## src/rtl/pipeline_stage_chain.sv

```systemverilog
// In-order pipeline of NUM_STAGES payload registers with per-stage stall and
// flush, plus saturating bubble and retire statistics counters.
//
// Ports:
//   clk, rst        clock; asynchronous active-high reset
//   in_valid/in_data/in_ready   decode-side handshake into stage 0
//   stall_in[k]     stage k occupant must not advance (propagates backwards)
//   flush_in[k]     kill stage k contents at the next edge
//   clr_cnt_in      synchronous clear of both counters
//   stage_valid_o / stage_data_o   per-stage state
//   retire_valid_o / retire_data_o last stage leaving the pipe this cycle
//   bubble_cnt_o / retire_cnt_o    saturating statistics counters
module pipeline_stage_chain #(
   parameter int unsigned NUM_STAGES = 3,
   parameter int unsigned DATA_W     = 64,
   parameter int unsigned CNT_W      = 16
) (
   input  logic                                 clk,
   input  logic                                 rst,
   input  logic                                 in_valid,
   input  logic [DATA_W-1:0]                    in_data,
   output logic                                 in_ready,
   input  logic [NUM_STAGES-1:0]                stall_in,
   input  logic [NUM_STAGES-1:0]                flush_in,
   input  logic                                 clr_cnt_in,
   output logic [NUM_STAGES-1:0]                stage_valid_o,
   output logic [NUM_STAGES-1:0][DATA_W-1:0]    stage_data_o,
   output logic                                 retire_valid_o,
   output logic [DATA_W-1:0]                    retire_data_o,
   output logic [CNT_W-1:0]                     bubble_cnt_o,
   output logic [CNT_W-1:0]                     retire_cnt_o
);

   localparam int unsigned LAST = NUM_STAGES - 1;

   logic [NUM_STAGES-1:0]             valid_q, valid_d;
   logic [NUM_STAGES-1:0][DATA_W-1:0] data_q, data_d;
   logic [CNT_W-1:0]                  bubble_cnt_q, bubble_cnt_d;
   logic [CNT_W-1:0]                  retire_cnt_q, retire_cnt_d;
   logic [NUM_STAGES-1:0]             hold_c;
   logic                              bubble_c;
   logic                              retire_c;

   // Hold propagates backwards: a stalled stage freezes everything behind it.
   always_comb begin
      hold_c       = '0;
      hold_c[LAST] = stall_in[LAST];
      for (int k = int'(NUM_STAGES) - 2; k >= 0; k--) begin
         hold_c[k] = stall_in[k] | hold_c[k+1];
      end
   end

   assign in_ready = ~hold_c[0];
   assign retire_c = valid_q[LAST] & ~stall_in[LAST] & ~flush_in[LAST];

   // Stage advance: hold, load from predecessor, or bubble when the
   // predecessor is held. A flushed source never propagates its valid bit,
   // and a flushed destination keeps its old data.
   always_comb begin
      valid_d  = valid_q;
      data_d   = data_q;
      bubble_c = 1'b0;
      if (!hold_c[0] && !flush_in[0]) begin
         valid_d[0] = in_valid;
         data_d[0]  = in_data;
      end
      for (int k = 1; k < int'(NUM_STAGES); k++) begin
         if (!hold_c[k] && hold_c[k-1]) begin
            valid_d[k] = 1'b0;
            if (valid_q[k-1]) begin
               bubble_c = 1'b1;
            end
         end else if (!hold_c[k] && !flush_in[k]) begin
            valid_d[k] = valid_q[k-1] & ~flush_in[k-1];
            data_d[k]  = data_q[k-1];
         end
      end
      valid_d = valid_d & ~flush_in;
   end

   // Saturating counters; clear wins over a same-cycle increment.
   always_comb begin
      bubble_cnt_d = bubble_cnt_q;
      retire_cnt_d = retire_cnt_q;
      if (clr_cnt_in) begin
         bubble_cnt_d = '0;
         retire_cnt_d = '0;
      end else begin
         if (bubble_c && (bubble_cnt_q != '1)) begin
            bubble_cnt_d = bubble_cnt_q + CNT_W'(1);
         end
         if (retire_c && (retire_cnt_q != '1)) begin
            retire_cnt_d = retire_cnt_q + CNT_W'(1);
         end
      end
   end

   // State registers.
   always_ff @(posedge clk or posedge rst) begin
      if (rst) begin
         valid_q      <= '0;
         data_q       <= '0;
         bubble_cnt_q <= '0;
         retire_cnt_q <= '0;
      end else begin
         valid_q      <= valid_d;
         data_q       <= data_d;
         bubble_cnt_q <= bubble_cnt_d;
         retire_cnt_q <= retire_cnt_d;
      end
   end

   assign stage_valid_o  = valid_q;
   assign stage_data_o   = data_q;
   assign retire_valid_o = retire_c;
   assign retire_data_o  = data_q[LAST];
   assign bubble_cnt_o   = bubble_cnt_q;
   assign retire_cnt_o   = retire_cnt_q;

endmodule

```

## config.mk

```make
export PLATFORM = sky130hd
export DESIGN_NAME = pipeline_stage_chain
export DESIGN_NICKNAME = d
export VERILOG_FILES = /design/src/rtl/pipeline_stage_chain.sv
export SDC_FILE = /design/constraint.sdc
export NUM_CORES = 1
export LEC_CHECK = 0
export ABC_AREA = 0
export ABC_CLOCK_PERIOD_IN_PS = 18030
export BUFFER_PORTS_ARGS = -buffer_cell sky130_fd_sc_hd__buf_2
export CORE_MARGIN = 2
export CORE_UTILIZATION = 35
export CTS_CLUSTER_DIAMETER = 40
export CTS_CLUSTER_SIZE = 16
export DETAILED_ROUTE_END_ITERATION = 6
export GPL_TIMING_DRIVEN = 0
export MAX_ROUTING_LAYER = met4
export PLACE_DENSITY_LB_ADDON = 0.3
export SLEW_MARGIN = 20
export SYNTH_ARGS = -nofsm -noshare
export SYNTH_HDL_FRONTEND = slang
export SYNTH_SLANG_ARGS = --single-unit
```

## constraint.sdc

```tcl
create_clock -name clk -period 18.03 [get_ports clk]
set_input_delay 0 -clock clk [delete_from_list [all_inputs] [get_ports clk]]
set_output_delay 0 -clock clk [all_outputs]
set_load 0.01 [all_outputs]
```

Yosys cells after proc, flatten, opt, wreduce, memory -nomap -nowiden
Index checks and enable logic that the tools add are counted.
{"block": "totals", "rom_bits": 0, "ramBits": 0, "output_inout_bits": 293, "latchBits": 0, "n_memories": 0, "input_bits": 74, "wordCells": 55, "ff_bits": 227}
{"block": "op_classes", "div": 0, "add_sub_neg": 2, "n_eq_ne": 2, "mul": 0, "muxes": 13, "magnitude_cmp": 0, "reduce_logical": 17, "n_shift": 0, "bitwise_logic": 15}
{"cell": "2-to-1 mux 16 bit", "count": 4}
{"cell": "adder 16 x 1 -> 16 bit, second input constant", "count": 2}
{"cell": "!= test 16 bit, second input constant", "count": 2}
{"cell": "2-to-1 mux 1 bit", "count": 9}
{"cell": "logical AND 1 bit", "count": 7}
{"cell": "inverter 1 bit", "count": 7}
{"cell": "zero test 1 bit", "count": 6}
{"cell": "bitwise AND 1 bit", "count": 4}
{"cell": "AND reduction 2 bit", "count": 2}
{"cell": "nonzero test 2 bit", "count": 2}
{"cell": "bitwise AND 3 bit", "count": 1}
{"cell": "inverter 3 bit", "count": 1}
{"cell": "bitwise OR 1 bit", "count": 2}

Depth between registers and ports, before layout
{"block": "depth", "ltp_word": 9, "mapped_depth": 7, "mapped_depth_nobuf": 6}

Worst setup path before layout
No wires, ideal clock.
{"block": "synth_timing", "path_kind": "reg2reg", "start": "reg retire_cnt_q[0], in the netlist retire_cnt_o[0]", "end": "reg retire_cnt_q[13], in the netlist retire_cnt_o[13]", "period_less_slack_ps": 1801, "stages_incl_launch_ff": 8, "required_ps": 17898, "arrival_time_ps": 1669, "n_path_buf": 1, "path_slack_ps": 16229, "setup_ps": 132, "cell_sequence": "dfrtp_1 > ha_1 > and4_1 > and4_1 > buf_6 > nor4_1 > xnor2_1 > nor2_1"}
{"block": "synth_between", "elab_chain_len": 3, "word_cells_on_any_way": 6, "classes_between": "add/sub: 1; eq/ne: 1; mux: 2; reduce/logical: 2"}
{"item": "start: declaration", "line_no": "39", "rtl": "logic [CNT_W-1:0] retire_cnt_q, retire_cnt_d;"}
{"item": "start signal: assignment", "line_no": "109", "rtl": "retire_cnt_q <= retire_cnt_d;"}
{"item": "adder 16 x 1 -> 16 bit or != test 16 bit (tied branches)", "line_no": "93, 92"}
{"item": "2-to-1 mux 16 bit or logical AND 1 bit (tied branches)", "line_no": "92", "rtl": "if (retire_c && (retire_cnt_q != '1)) begin"}
{"item": "2-to-1 mux 16 bit or nonzero test 2 bit (tied branches)"}
Several ways; a longest one is shown, not always the timed one. The select of a mux whose other input is x is not followed.
A chain may end at the register's enable or synchronous reset.

Worst setup path after layout
{"block": "layout_timing", "start": "in flush_in[1]", "end": "reg data_q (netlist bit stage_data_o[119])"}
{"block": "layout_between", "elab_chain_len": 3}
{"item": "start: declaration", "line_no": "24", "rtl": "input logic [NUM_STAGES-1:0] flush_in,"}
{"item": "zero test 1 bit", "line_no": "73", "rtl": "end else if (!hold_c[k] && !flush_in[k]) begin"}
{"item": "logical AND 1 bit", "line_no": "73"}
{"item": "AND reduction 2 bit (no source line)"}
{"item": "end signal: assignment", "line_no": "107", "rtl": "data_q <= data_d;"}
{"item": "end: declaration", "line_no": "37", "rtl": "logic [NUM_STAGES-1:0][DATA_W-1:0] data_q, data_d;"}
No other way between the ends.

==> flow_metrics.py <==
metrics = {
    "outcome": {
        "status": "finished, final reports clean",
    },
    "clock_tree": {
        "cts_tree": "done",
        "root_buffer": "clkbuf_16",
        "htree_levels": 2,
        "cts_setup_buffers": 0,
        "cts_resized": 0,
        "insertion_delay_ns": 0.50,
        "cts.sinks": 227,
        "clkTransAtPathRegs_ns": 0.06,
        "cts.path.max_buffers": 3,
        "cts_buffers": 37,
        "holdBufCountCts": 72,
    },
    "setup_path": {
        "critPathTopFamily": "buffers and inverters",
        "cp_common_cell": "buf_2",
        "critPathSlowestCell": "nor4_4",
        "regToRegSetupSlack_ns": 16.16,
        "crit_fanout": 10,
        "worstSetupStartpointType": "input pin",
        "crit_buf_inv": 3,
        "required_ns": 18.41,
        "cp.arrival_ns": 2.37,
        "critical_path.cell_chain": "dlygate4sd3_1, buf_2, nor4_4, buf_2, mux2_2",
        "reg2reg_from": "retire_cnt_o[0]",
        "worstSetupPathType": "in -> reg",
        "worst_r2r_path_depth": 7,
        "rr_endpoint": "retire_cnt_o[13]",
        "slowest_delay_ns": 0.84,
        "end_kind": "flip-flop",
    },
    "routing": {
        "vias": 7042,
        "first_iter_violations": 299,
        "drc": 0,
        "drt-total-wl_um": 25000,
        "ant_nets": 0,
        "wl_per_cell_um": 16.5,
        "drtPass1Iterations": 4,
        "viasPerCell": 4.64,
    },
    "sta": {
        "fin_ws_ns": 16.04,
        "finalSetupViolations": 0,
        "min_period_ns": 1.99,
        "maxSlewViolCount": 0,
        "finalCritPeriodShare": 0.110,
        "rsz0062_at_grt": "no",
        "worst_clock_skew_ns": 0.0125,
        "tightest_slew_ns": 0.946,
        "slew_headroom": 0.365,
        "tns_ns": 0,
        "final_hold_viol_count": 0,
        "max_freq_mhz": 503,
    },
    "global_route": {
        "grt_max_degree": 81,
        "grt_pass1_vias": 7155,
        "grt_pass1_wl_um": 39100,
        "gr-usage-all-layers": 0.178,
        "antenna_found_initial": 0,
        "grt-ovfl-total": 0,
    },
    "placement": {
        "placed_area_um2": 11900,
        "dp.final_hpwl_um": 17500,
        "place.gp.congestion": 0.808,
        "place_ws_ns": 15.95,
        "port_buffers": 364,
    },
    "layout": {
        "area_delta_synth_final_pct": 45.2,
        "drive_gt1_frac": 0.610,
        "final_cell_mix": "382 x buf_2, 227 x dfrtp_1, 182 x mux2_2, 72 x dlygate4sd3_1, 66 x buf_4",
        "insertedDiodeCount": 0,
        "final_common_cell": "buf_2",
        "nets": 1226,
        "final_area_um2": 13900,
    },
    "power": {
        "totalPowerFinal_w": 0.00213,
        "ir_drop_mv": 0.103,
        "leakagePower_nw": 6.88,
        "power_density_nw_per_um2": 153,
    },
    "synth": {
        "syn_area_um2": 9570,
        "synth-async-reset-ratio": 1.00,
        "synth_seq_area_share": 0.593,
        "syn_avg_cell_area_um2": 14.2,
        "syn-num-nets": 749,
        "ys_ff_latch": 227,
        "synth_edf_count": 0,
        "ys_types": 35,
        "synth_top_flop_cell": "dfrtp_1",
        "yosysWarnings": 0,
        "synth_cells": 673,
    },
    "job": {
        "drv_cap": 0,
    },
    "min_path": {
        "holdPathEnd": "stage_data_o[59]",
        "min-delay-start": "stall_in[2]",
        "worst_hold_path_type": "in -> reg",
        "hold_depth": 3,
    },
    "die": {
        "die_w_um": 169,
        "core-area_um2": 26900,
        "die_y_um": 169,
        "fp-row-count": 60,
        "io_pins": 367,
        "floorplan.die_area_um2": 28700,
        "start_util": 0.356,
    },
}
-- layer usage --
layer,part of all wire,vias up,global-route usage
met2,0.49,275,0.294
met5,0,-,-
li1,-,3279,-
met1,0.42,3436,0.219
met3,0.062,52,0.0380
met4,0.026,0,0.0557
-- final cells by class --
class / instances / area [um^2]
plain buffers: 91 / 642
multi-input cells: 352 / 3240
clock buffers: 41 / 982
well taps: 341 / 427
fillers: 2348 / 13000
flip-flops and latches: 227 / 5680
inverters: 3 / 18.8
clock inverters: 26 / 312
repair buffers: 438 / 2600
-- where the power goes --
| group | internal, W | switching, W |
|---|---|---|
| Combinational | 0.000349 | 0.000277 |
| Clock | 0.000461 | 0.000262 |
| Sequential | 0.000662 | 0.000123 |
| Total | 0.00147 | 0.000661 |
-- synth_stat cells (4+ instances only) --
cell type,count,area share
dfrtp_1,227,0.59
mux2_2,182,0.21
buf_4,66,0.052
nor2_1,38,0.015
xnor2_1,24,0.022
buf_2,18,0.0094
nand2_1,14,0.0055
nand3_1,12,0.0063
mux2_1,10,0.012
nor3_1,8,0.0042
and4_1,7,0.0064
nand4_1,7,0.0046
nor4_1,6,0.0039
nor4_2,6,0.0078
xor2_1,5,0.0046
a21oi_1,4,0.0021
buf_6,4,0.0047
nor4_4,4,0.0089
o21ai_0,4,0.0021
-- flip-flops by register name, summed over array words and instances, names as in the netlist --
signal,cells
bubble_cnt_o,16
retire_cnt_o,16
retire_data_o,64
stage_data_o,128
stage_valid_o,3
-- worst max path at each step --
stage	slack, ns	to	depth (start not counted)	start
finish	16.04	stage_data_o[119]	5	flush_in[1]
floorplan	11.81	bubble_cnt_o[0]	1	rst
global route	15.93	stage_data_o[123]	5	flush_in[1]
CTS	15.95	stage_data_o[119]	5	flush_in[1]
detailed placement	15.95	stage_data_o[57]	4	stall_in[1]
global placement	9.05	stage_data_o[13]	2	rst
-- per-stage QoR --
stage	cells	hold slack, ns	utilization
floorplan	673	0.0614	-
global placement	1378	0.205	0.440
detailed placement	1380	0.137	0.442
CTS	1519	0.0267	0.517
global route	1519	0.0410	0.517
finish	1519	0.0343	0.517
-- worst register-to-register path, stage by stage (launching register included) --
cell     delay (ns)
dfrtp_1        0.43
ha_1           0.25
and4_1         0.20
and4_1         0.19
buf_6          0.15
nor4_1         0.33
xnor2_1        0.16
nor2_1         0.05
-- logic make-up (layout without fill, tap and decap cells) --
family / count (synthesis) / in the layout / share of synthesized area
multiplexers: 193 / 193 / 0.227
flip-flops: 227 / 227 / 0.593
buffers and inverters: 94 / 599 / 0.0682
adder cells (fa/ha/maj): 2 / 2 / 0.00261
AND/OR/NAND/NOR: 115 / 115 / 0.0735
AO/OA/AOI/OAI: 13 / 13 / 0.00876
XOR/XNOR: 29 / 29 / 0.0265
Power figures use the tool's default switching activity.
